<file path="config.mk">
export PLATFORM = sky130hd
export DESIGN_NAME = pipelined_carry_select_adder
export DESIGN_NICKNAME = d
export VERILOG_FILES = /design/src/rtl/pipelined_carry_select_adder.sv
export SDC_FILE = /design/constraint.sdc
export NUM_CORES = 1
export LEC_CHECK = 0
export BUFFER_PORTS_ARGS = -buffer_cell sky130_fd_sc_hd__buf_2
export CORE_MARGIN = 5
export CORE_UTILIZATION = 40
export CTS_CLUSTER_SIZE = 24
export DETAILED_ROUTE_END_ITERATION = 16
export GPL_ROUTABILITY_DRIVEN = 0
export PLACE_DENSITY = 0.64
export SLEW_MARGIN = 20
export SYNTH_ARGS = -nofsm -noshare
export SYNTH_HDL_FRONTEND = slang
export SYNTH_SLANG_ARGS = --single-unit
</file>
<file path="constraint.sdc">
create_clock -name Clk -period 7.1 [get_ports Clk]
set_input_delay 0.71 -clock Clk [delete_from_list [all_inputs] [get_ports Clk]]
set_output_delay 0.71 -clock Clk [all_outputs]
set_load 0.01 [all_outputs]
</file>
<file path="src/rtl/pipelined_carry_select_adder.sv">
// pipelined_carry_select_adder
//   Parametrised carry-select adder/subtractor. The operand is cut into
//   BLOCK-bit segments. Each segment computes both carry-in candidates and
//   selects one with the incoming carry. A pipeline register follows every
//   SEG_PER_STAGE segments, which gives LAT = WIDTH/(BLOCK*SEG_PER_STAGE)
//   stages. Stage 0 captures directly from the operand ports.
//
// Ports
//   Clk, Reset_n         clock (rising edge), asynchronous active-low reset
//   in_valid / in_ready  operand beat handshake (in_ready = pipeline advances)
//   A, B, Cin, Sub       operands; Sub=1 computes A-B and ignores Cin
//   out_valid/out_ready  result beat handshake
//   Sum                  result, modulo 2^WIDTH
//   Cout                 carry out of the MSB (for Sub, 1 = no borrow)
//   Overflow             signed overflow
//   Zero                 Sum == 0
module pipelined_carry_select_adder #(
    parameter int WIDTH         = 16,
    parameter int BLOCK         = 4,
    parameter int SEG_PER_STAGE = 1
) (
    input  logic             Clk,
    input  logic             Reset_n,
    input  logic             in_valid,
    output logic             in_ready,
    input  logic [WIDTH-1:0] A,
    input  logic [WIDTH-1:0] B,
    input  logic             Cin,
    input  logic             Sub,
    output logic             out_valid,
    input  logic             out_ready,
    output logic [WIDTH-1:0] Sum,
    output logic             Cout,
    output logic             Overflow,
    output logic             Zero
);

    localparam int STAGE_W = (BLOCK < 1 || SEG_PER_STAGE < 1) ? 1 : BLOCK * SEG_PER_STAGE;
    localparam int LAT     = (WIDTH / STAGE_W < 1) ? 1 : WIDTH / STAGE_W;
    localparam logic [BLOCK:0] ONE = 1;

    if (BLOCK < 1 || SEG_PER_STAGE < 1 || WIDTH < 1 || (WIDTH % STAGE_W) != 0) begin : g_param_check
        $error("pipelined_carry_select_adder: WIDTH must be a non-zero multiple of BLOCK*SEG_PER_STAGE");
    end

    // Per-stage state. Each stage keeps full-width copies; only the upper,
    // not yet processed part of a/bx and the lower, completed part of s matter.
    logic [WIDTH-1:0] a_q  [LAT];
    logic [WIDTH-1:0] bx_q [LAT];
    logic [WIDTH-1:0] s_q  [LAT];
    logic [WIDTH-1:0] a_d  [LAT];
    logic [WIDTH-1:0] bx_d [LAT];
    logic [WIDTH-1:0] s_d  [LAT];
    logic [LAT-1:0]   c_q, c_d;    // running carry
    logic [LAT-1:0]   cm_q, cm_d;  // carry into the top processed bit
    logic [LAT-1:0]   v_q, v_d;
    logic             ovf_q, ovf_d;
    logic             zero_q, zero_d;
    logic             advance;

    // Evaluation temporaries
    logic [WIDTH-1:0] a_in, bx_in, s_in;
    logic             c_in, cm_in, v_in;
    logic [BLOCK:0]   r0, r1;
    int unsigned      base, top;

    assign advance  = !v_q[LAT-1] || out_ready;
    assign in_ready = advance;

    always_comb begin
        a_d    = a_q;
        bx_d   = bx_q;
        s_d    = s_q;
        c_d    = c_q;
        cm_d   = cm_q;
        v_d    = v_q;
        a_in   = '0;
        bx_in  = '0;
        s_in   = '0;
        c_in   = 1'b0;
        cm_in  = 1'b0;
        v_in   = 1'b0;
        r0     = '0;
        r1     = '0;
        base   = 0;
        top    = 0;
        for (int unsigned k = 0; k < LAT; k++) begin
            if (k == 0) begin
                // Operand preparation: subtraction is A + ~B + 1.
                a_in  = A;
                bx_in = Sub ? ~B : B;
                s_in  = '0;
                c_in  = Sub ? 1'b1 : Cin;
                cm_in = 1'b0;
                v_in  = in_valid;
            end else begin
                a_in  = a_q[k-1];
                bx_in = bx_q[k-1];
                s_in  = s_q[k-1];
                c_in  = c_q[k-1];
                cm_in = cm_q[k-1];
                v_in  = v_q[k-1];
            end
            for (int unsigned j = 0; j < SEG_PER_STAGE; j++) begin
                base = (k * SEG_PER_STAGE + j) * BLOCK;
                // Both candidates are formed independently; the carry only steers the mux.
                r0 = {1'b0, a_in[base +: BLOCK]} + {1'b0, bx_in[base +: BLOCK]};
                r1 = {1'b0, a_in[base +: BLOCK]} + {1'b0, bx_in[base +: BLOCK]} + ONE;
                s_in[base +: BLOCK] = c_in ? r1[BLOCK-1:0] : r0[BLOCK-1:0];
                c_in                = c_in ? r1[BLOCK] : r0[BLOCK];
            end
            // Carry into the top bit of this stage's slice, recovered from its sum bit.
            top   = (k + 1) * STAGE_W - 1;
            cm_in = s_in[top] ^ a_in[top] ^ bx_in[top];
            a_d[k]  = a_in;
            bx_d[k] = bx_in;
            s_d[k]  = s_in;
            c_d[k]  = c_in;
            cm_d[k] = cm_in;
            v_d[k]  = v_in;
        end
        ovf_d  = c_d[LAT-1] ^ cm_d[LAT-1];
        zero_d = (s_d[LAT-1] == '0);
    end

    always_ff @(posedge Clk or negedge Reset_n) begin
        if (!Reset_n) begin
            for (int unsigned k = 0; k < LAT; k++) begin
                a_q[k]  <= '0;
                bx_q[k] <= '0;
                s_q[k]  <= '0;
            end
            c_q    <= '0;
            cm_q   <= '0;
            v_q    <= '0;
            ovf_q  <= 1'b0;
            zero_q <= 1'b0;
        end else if (advance) begin
            a_q    <= a_d;
            bx_q   <= bx_d;
            s_q    <= s_d;
            c_q    <= c_d;
            cm_q   <= cm_d;
            v_q    <= v_d;
            ovf_q  <= ovf_d;
            zero_q <= zero_d;
        end
    end

    assign out_valid = v_q[LAT-1];
    assign Sum       = s_q[LAT-1];
    assign Cout      = c_q[LAT-1];
    assign Overflow  = ovf_q;
    assign Zero      = zero_q;

endmodule

</file>
==> impl_metrics.yaml <==
timing:
  setup_viol: 0
  final.setup.tns_ns: 0
  worst_pin_slew_ns: 0.885
  layout_min_cycle_time_ns: 3.02
  slew_headroom_pct: 41.0
  setup_slack_ns: 4.08
  finClkSkew_ns: 0.00901
  max_freq_mhz: 331
  grt_setup_unrepaired: "no"
  maxSlewViolCount: 0
  finalHoldViolCount: 0
  timing.final.crit_share_pct: 42.6
cells_and_area:
  nets: 616
  antenna_cells: 0
  seq_area_um2: 2450
  multi_input_area_um2: 2050
  drive_above_1_share_pct: 14.8
  area_growth_pct: 15.5
  fillers: 1091
global_routing:
  grt_pass1_vias: 3436
  grt_use_met1_pct: 17.8
  antenna_found_initial: 0
  grt-ovfl-total: 0
  grtUsageMet3_pct: 3.36
  use_met2_pct: 21.6
  track_usage_pct: 13.4
  gr-max-usage-layer: "met2"
  grt_max_degree: 73
  grt_pass1_wl_um: 15900
yosys:
  synth-edff-count: 0
  post_synth_main_area_contributors: "dfrtp_1 (53%), nand2_1 (18%), ha_1 (5.4%), xnor2_1 (5.1%), xor2_1 (2.5%)"
  yosys.area.top_type: "dfrtp_1"
  ys.warnings.count: 0
  synth_top_cell_area_share_pct: 53.0
  seq_area_frac_synth_pct: 53.0
  synth_cells: 508
  ys_seq_elements: 98
  synth_cell_types: 31
  synthTopCellsByCount: "nand2_1 (217), dfrtp_1 (98), xnor2_1 (27), clkbuf_1 (22), o21ai_1 (22)"
  synth.avg_cell_area_um2: 9.12
  syn_nets: 570
  yosysMostFrequentCell: "nand2_1"
  syn_area_um2: 4630
  ys.flop_type: "dfrtp_1"
  synth-async-reset-ratio_pct: 100
die:
  core_um2: 11400
  die_y_um: 118
  ioPinCount: 59
  die_w_um: 118
  die_area_um2: 13800
  rows: 39
  initial_utilization_pct: 40.7
worst_hold_path:
  hold_path.class: "in2async"
critical_path:
  crit_fanout: 64
  critical_path_class: "in2out"
  crit_chain: "buf_2, nor2b_4, buf_4, inv_2, buf_4, buf_2"
  cp.arrival_ns: 2.31
  endpoint_kind: "output port"
  cp_data_required_time_ns: 6.39
  path_buf_inv: 5
  slowest_stage: "buf_4"
  crit_family: "buffers and inverters"
  worstSetupStartpointType: "input port"
  cpPeakStageDelay_ns: 0.58
route:
  detail-route-antenna-nets: 0
  first_iter_violations: 227
  routedWlPerCell_um: 12.4
  drc: 0
  dr.pass1.iters: 4
  routed_wl_um: 8710
  vias: 3340
  via_per_inst: 4.76
power:
  power.density_nw_per_um2: 467
  leakage_nw: 2.72
  peakVddDrop_mv: 0.232
cts:
  cts.hold.buffers_added: 0
  clockBufferDepth: 2
  insertion_delay_ns: 0.33
  cts-root-buf: "clkbuf_16"
  cts_buffers: 9
  h-tree-depth: 3
  cts_tree: "built"
  cts_setup_buffers: 0
  cts.sinks: 98
  clk_pin_slew_ns: 0.07
  cts-resized-gates: 0
outcome:
  status: "finished clean"
placed_design:
  hpwl_um: 6070
  io_buffers: 58
  pre_cts_slack_ns: 4.08
flow_run:
  maxCapViolCount: 0
## power breakdown
part	internal [mW]	total, mW	switching (mW)	leakage [nW]
sequential	0.809	0.972	0.163	1.18
combinational	0.452	1.03	0.574	1.40
clock	0.286	0.499	0.212	0.143
## metrics by stage
stage                     instances  hold slack (ns)  area (µm²)  power, mW  util (%)
after floorplan                 508            0.414        4630       1.75         -
after global placement          686            0.445        5040       1.98      44.3
after detailed placement        686            0.450        5040       2.02      44.3
after CTS                       702            0.279        5350       2.53      47.0
after global routing            702            0.291        5350       2.73      47.0
final                           702            0.275        5350       2.50      47.0
## sequential cells by signal (all words and copies together) (netlist names)
register,count
Overflow,1
bx_in,4
s_d,24
bx_d,20
a_in,4
Zero,1
Sum,16
a_d,20
v_q,4
c_q,4
## worst reg2reg max path: cells and delay by family (launching register included)
kind                     cells  cell delay [ns]
flip-flops                   1             0.39
XOR/XNOR                     1             0.18
AO/OA/AOI/OAI                3             0.58
adder cells (fa/ha/maj)      3             0.99
AND/OR/NAND/NOR              2             0.26
## layout by cell type, fill, tap and decap left out, types with 7 or more instances in the layout
| master | count |
|---|---|
| a21oi_1 | 18 |
| buf_2 | 57 |
| xnor2_1 | 27 |
| nor2_1 | 16 |
| dfrtp_1 | 98 |
| o21ai_1 | 22 |
| inv_1 | 7 |
| ha_1 | 20 |
| nand4_1 | 7 |
| clkbuf_16 | 9 |
| a21o_1 | 7 |
| xor2_1 | 13 |
| nand2_1 | 217 |
## path summary, 6_finish.rpt
kind / startpoint / end / slack (ns) / cells after the start
worst max-delay path: out_ready / in_ready / 4.08 / 6
worst min-delay path: Reset_n / a_d[41] / 0.27 / 1
worst max register to register: a_in[12] / Overflow / 4.57 / 9
worst min register to register: Sum[9] / Sum[9] / 0.46 / 2
max in group asynchronous: Reset_n / a_d[47] / 5.62 / 2
min in group Clk: Sum[9] / Sum[9] / 0.46 / 2
## kinds of logic (layout without fill, tap and decap cells)
group,after synthesis,in the layout,share of synthesized area (%)
and+or+nand+nor,251,251,21.4
DFF,98,98,53.0
AOI/OAI and AO/OA,53,53,6.43
xor gates and xnor gates,41,41,8.05
buffers and inverters,36,87,2.97
adders and majority gates,24,24,7.13
muxes,5,5,1.08
## final cells by class
type | count | area share (%)
Inverter | 9 | 0.632
Sequential cell | 98 | 45.9
Tap cell | 143 | 3.35
Multi-Input combinational cell | 374 | 38.3
Clock inverter | 6 | 1.36
Clock buffer | 10 | 4.47
Timing Repair Buffer | 62 | 6.04
## per-layer routing
layer	routed length, µm	up-vias
li1	-	1716
met1	4170	1558
met2	4030	55
met3	378	11
met4	127	0
met5	0	-
Note: power is estimated with default switching activity, not from simulation.
